--- src/rtl/cmp_share_arbiter.sv ---
// Round-robin arbiter that time-shares one unsigned magnitude comparator
// among NREQ requesters and returns a registered, index-tagged gt/eq/lt result.
module cmp_share_arbiter #(
    parameter int unsigned NREQ = 4,
    parameter int unsigned W    = 4,
    localparam int unsigned IDW = $clog2(NREQ)
) (
    input  logic              clk,
    input  logic              rst_n,
    input  logic [NREQ-1:0]   req,
    input  logic [NREQ*W-1:0] a_in,
    input  logic [NREQ*W-1:0] b_in,
    output logic [NREQ-1:0]   gnt,
    output logic              busy,
    output logic              rsp_valid,
    output logic [IDW-1:0]    rsp_id,
    output logic              rsp_gt,
    output logic              rsp_eq,
    output logic              rsp_lt
);

    typedef enum logic [1:0] {S_IDLE, S_CMP, S_RSP} state_e;

    state_e          state_q, state_d;
    logic [IDW-1:0]  ptr_q, ptr_d;
    logic [IDW-1:0]  id_q, id_d;
    logic [W-1:0]    op_a_q, op_a_d;
    logic [W-1:0]    op_b_q, op_b_d;
    logic [NREQ-1:0] gnt_q, gnt_d;
    logic            busy_q, busy_d;
    logic            rsp_valid_q, rsp_valid_d;
    logic [IDW-1:0]  rsp_id_q, rsp_id_d;
    logic            rsp_gt_q, rsp_gt_d;
    logic            rsp_eq_q, rsp_eq_d;
    logic            rsp_lt_q, rsp_lt_d;

    logic [IDW-1:0]  win;
    logic [IDW-1:0]  cand;
    logic            found;
    logic            any_req;

    assign any_req = |req;

    // First set request at or after ptr, wrapping through the index width.
    always_comb begin
        win   = '0;
        cand  = '0;
        found = 1'b0;
        for (int unsigned k = 0; k < NREQ; k++) begin
            cand = ptr_q + IDW'(k);
            if (!found && req[cand]) begin
                win   = cand;
                found = 1'b1;
            end
        end
    end

    always_ff @(posedge clk or negedge rst_n) begin
        if (!rst_n) begin
            state_q <= S_IDLE;
        end else begin
            state_q <= state_d;
        end
    end

    always_comb begin
        state_d = state_q;
        case (state_q)
            S_IDLE:  if (any_req) state_d = S_CMP;
            S_CMP:   state_d = S_RSP;
            S_RSP:   state_d = S_IDLE;
            default: state_d = S_IDLE;
        endcase
    end

    always_comb begin
        gnt_d       = '0;
        busy_d      = (state_d != S_IDLE);
        ptr_d       = ptr_q;
        id_d        = id_q;
        op_a_d      = op_a_q;
        op_b_d      = op_b_q;
        rsp_valid_d = 1'b0;
        rsp_id_d    = rsp_id_q;
        rsp_gt_d    = rsp_gt_q;
        rsp_eq_d    = rsp_eq_q;
        rsp_lt_d    = rsp_lt_q;
        case (state_q)
            S_IDLE: begin
                if (any_req) begin
                    gnt_d[win] = 1'b1;
                    op_a_d     = a_in[win*W +: W];
                    op_b_d     = b_in[win*W +: W];
                    id_d       = win;
                end
            end
            S_CMP: begin
                rsp_gt_d    = (op_a_q >  op_b_q);
                rsp_eq_d    = (op_a_q == op_b_q);
                rsp_lt_d    = (op_a_q <  op_b_q);
                rsp_id_d    = id_q;
                rsp_valid_d = 1'b1;
                ptr_d       = id_q + IDW'(1);
            end
            default: ;
        endcase
    end

    always_ff @(posedge clk or negedge rst_n) begin
        if (!rst_n) begin
            ptr_q       <= '0;
            id_q        <= '0;
            op_a_q      <= '0;
            op_b_q      <= '0;
            gnt_q       <= '0;
            busy_q      <= 1'b0;
            rsp_valid_q <= 1'b0;
            rsp_id_q    <= '0;
            rsp_gt_q    <= 1'b0;
            rsp_eq_q    <= 1'b0;
            rsp_lt_q    <= 1'b0;
        end else begin
            ptr_q       <= ptr_d;
            id_q        <= id_d;
            op_a_q      <= op_a_d;
            op_b_q      <= op_b_d;
            gnt_q       <= gnt_d;
            busy_q      <= busy_d;
            rsp_valid_q <= rsp_valid_d;
            rsp_id_q    <= rsp_id_d;
            rsp_gt_q    <= rsp_gt_d;
            rsp_eq_q    <= rsp_eq_d;
            rsp_lt_q    <= rsp_lt_d;
        end
    end

    assign gnt       = gnt_q;
    assign busy      = busy_q;
    assign rsp_valid = rsp_valid_q;
    assign rsp_id    = rsp_id_q;
    assign rsp_gt    = rsp_gt_q;
    assign rsp_eq    = rsp_eq_q;
    assign rsp_lt    = rsp_lt_q;

endmodule
--- config.mk ---
export PLATFORM = sky130hd
export DESIGN_NAME = cmp_share_arbiter
export DESIGN_NICKNAME = d
export VERILOG_FILES = /design/src/rtl/cmp_share_arbiter.sv
export SDC_FILE = /design/constraint.sdc
export NUM_CORES = 1
export LEC_CHECK = 0
export CORE_MARGIN = 2
export CORE_UTILIZATION = 48
export CTS_CLUSTER_SIZE = 8
export DETAILED_ROUTE_END_ITERATION = 16
export PLACE_DENSITY = 0.85
export SLEW_MARGIN = 20
export SYNTH_ARGS = -nofsm -noshare
export SYNTH_HDL_FRONTEND = slang
export SYNTH_SLANG_ARGS = --single-unit
--- constraint.sdc ---
create_clock -name clk -period 3.5 [get_ports clk]
set_input_delay 0.875 -clock clk [delete_from_list [all_inputs] [get_ports clk]]
set_output_delay 0.875 -clock clk [all_outputs]
set_load 0.01 [all_outputs]
==> summary.txt <==
Total power - 0.00138 W
Switching share of total power - 0.390
Power Dens Cells - 737 mW/mm2
N_diodes - 0
Synth Instances - 135
Fmax - 0.375 GHz
H-tree Lvls - 1
Register area - 601 um2
RSZ-0062 raised after global routing - no
Crit Path Class - input pin to register
Least-Margin Pin Slew - 725 ps
Post-DR vias/cell - 5.65
HPWL after detailed placement - 2450 um
Pint - 0.000839 W
Initial DRC count - 33
Layout Nets - 222
Max_slew headroom - 0.517
IO Port Bufs - 48
Fill cells - 224
# rows - 19
Remaining DRCs - 0
Post_cts resized - 0
WP data required - 3740 ps
TritonRoute pass-1 iters - 4
Yosys Warn Count - 0
Final ANT Viol Nets - 0
Sequential Power Share - 0.347
Non-filler cells, final - 210
CTS Buf Count - 3
Crit-path max FO - 10
Critical-path cell list - clkdlybuf4s50_1 -> nor4_1 -> or3_1 -> clkinv_1 -> o21ai_2 -> a221oi_1 -> a211oi_1
First-pass GRT wire length - 5380 um
Top Ports - 49
Critical Path Max Stage Delay - 460 ps
FF+latch count, synth - 24
Number of global-route vias before repair - 1,143
Initial Util - 0.501
Async set-reset flop share out of synthesis - 1.00
Post-CTS Hold Fix Bufs - 0
Largest area contributor in the netlist - dfrtp_1
DP Cell Count - 206
Minimum clock period - 2670 ps
Die width - 57.2 um
CTS tree - yes
Mapped Nets - 177
Post-Layout Inst Area - 0.00187 mm2
Post-placement cell area - 0.00182 mm2
Final Hold Fails - 0
Multi-input logic area - 666 um2
Crit share post-route - 0.763
Setup TNS - 0 ps
Via count - 1,186
Primary FF master, synth - dfrtp_1
Setup WS pre-CTS - 539 ps
Largest net degree at the start of global routing - 25
Worst Setup Slack, final - 830 ps
Setup Buffers After CTS - 0
Power share of the clock group - 0.149
DIE AREA - 0.00327 mm2
Sequential fraction of the synthesis area - 0.442
Height of the die - 57.2 um
RePlAce Congestion - 0.844
Remaining Overflow, GRT - 0
Layout cell share with drive strength beyond 1 - 0.101
Hold WC Path Type - register to register
Core area - 0.00271 mm2
Area share of the leading cell type in the synthesized netlist - 0.442
Worst Path Arrival - 2910 ps
CTS Sinks - 24
Area contributors post-synth - dfrtp_1 (44%), and2_1 (7.4%), a221oi_2 (6.6%)
Clock latency on the worst-skew pair - 330 ps
Syn_area_per_cell - 10.1 um2
Clock Path Buffers - 2
Final wirelength - 3310 um
Post-synth EDFFs - 0
Slowest cell on crit path - clkdlybuf4s50_1
Leakage - 0.782 nW
Max VDD drop - 0.000530 V
Net Sw Power - 0.000537 W
Comb power frac - 0.504
Skew final - 10.2 ps
Final setup fails - 0
Critical Path Start Type - input pin
Final Max Tran Viols - 0
Gr usage total - 0.216
Element type at the critical path end - register
CTS clk-pin slew, worst paths - 140 ps
Syn-to-layout area delta - 37.5%
Max-Cap Viols - 0
DR WL/cell - 15.8 um
Post-Syn Area - 0.00136 mm2
Synth cell types - 34
Status - completed
CTS root buf - clkbuf_4
Antenna violations before repair - 0
-- critical path, delay by kind of cell --
kind	cells	cell delay, ps
AO/OA/AOI/OAI	3	630
AND/OR/NAND/NOR	2	670
buffers and inverters	2	730
-- routing by layer --
metal,vias up,global-route usage,part of all wire
met2,60,0.346,0.47
met4,0,0.0698,0.018
met3,7,0.0476,0.076
li1,570,-,-
met5,-,0,0
met1,549,0.293,0.43
-- cells by family (layout without fill, tap and decap cells) --
kind of cell,after synthesis,count (layout),share of synthesized area
AO/OA/AOI/OAI,36,36,0.222
buffers and inverters,17,61,0.0673
multiplexers,2,2,0.0157
XOR/XNOR,1,1,0.00645
AND/OR/NAND/NOR,51,51,0.209
adder cells (fa/ha/maj),4,4,0.0369
flip-flops,24,24,0.442
-- synth_stat cells (4+ instances only) --
cell	count
dfrtp_1	24
nor2_1	7
o21ai_0	7
a211oi_1	4
nand2_1	10
and2_1	16
nor3_1	4
ha_1	4
a221oi_2	6
a21oi_1	6
a221oi_1	9
inv_1	8
-- registers in the layout, summed over array words and instances, names as in the netlist --
register	flops
gnt	4
op_a_q	4
op_b_q	4
id_q	2
ptr_q	2
rsp_id	2
busy	1
rsp_eq	1
rsp_gt	1
rsp_lt	1
rsp_valid	1
state_q	1
-- power groups by stage --
stage | Clock [W] | Combinational, W | Sequential, W
global route | 0.000219 | 0.000773 | 0.000489
detailed placement | 0 | 0.000686 | 0.000481
finish | 0.000205 | 0.000694 | 0.000478
floorplan | 0 | 0.000453 | 0.000490
global placement | 0 | 0.000655 | 0.000477
CTS | 0.000207 | 0.000695 | 0.000477
-- final timing paths --
path,cells past startpoint,end,slack (ps),start
max in group asynchronous,1,op_b_q[0]$_DFFE_PN0P_,2650,rst_n
worst min-delay path,1,busy$_DFF_PN0_,480,rsp_valid$_DFF_PN0_
min in group asynchronous,1,rsp_id[0]$_DFFE_PN0P_,500,rst_n
worst max-delay path,7,op_b_q[2]$_DFFE_PN0P_,830,req[0]
worst max register to register,5,op_a_q[0]$_DFFE_PN0P_,1530,ptr_q[1]$_DFFE_PN0P_
worst min register to register,1,busy$_DFF_PN0_,480,rsp_valid$_DFF_PN0_
-- area by class of cell --
class / count / area share
clock buffers: 3 / 0.0121
multi-input cells: 94 / 0.357
flip-flops and latches: 24 / 0.322
clock inverters: 1 / 0.0161
well taps: 31 / 0.0208
inverters: 9 / 0.0181
repair buffers: 48 / 0.255
-- placed cells by master, fill, tap and decap left out, types with 2 or more instances in the layout --
cell type / Yosys / routed
a211oi_1: 4 / 4
a21oi_1: 6 / 6
a221oi_1: 9 / 9
a221oi_2: 6 / 6
and2_1: 16 / 16
clkbuf_4: 0 / 3
clkdlybuf4s50_1: 0 / 47
dfrtp_1: 24 / 24
ha_1: 4 / 4
inv_1: 8 / 8
nand2_1: 10 / 10
nand2b_1: 3 / 3
nor2_1: 7 / 7
nor2b_1: 2 / 2
nor3_1: 4 / 4
o21ai_0: 7 / 7
or2_2: 2 / 2
-- per-stage QoR --
step	util	hold slack (ps)
3_3_place_gp	0.671	460
3_5_place_dp	0.671	470
6_report	0.689	481
2_1_floorplan	-	480
5_1_grt	0.689	517
4_1_cts	0.691	491
Note: power is estimated with default switching activity, not from simulation.
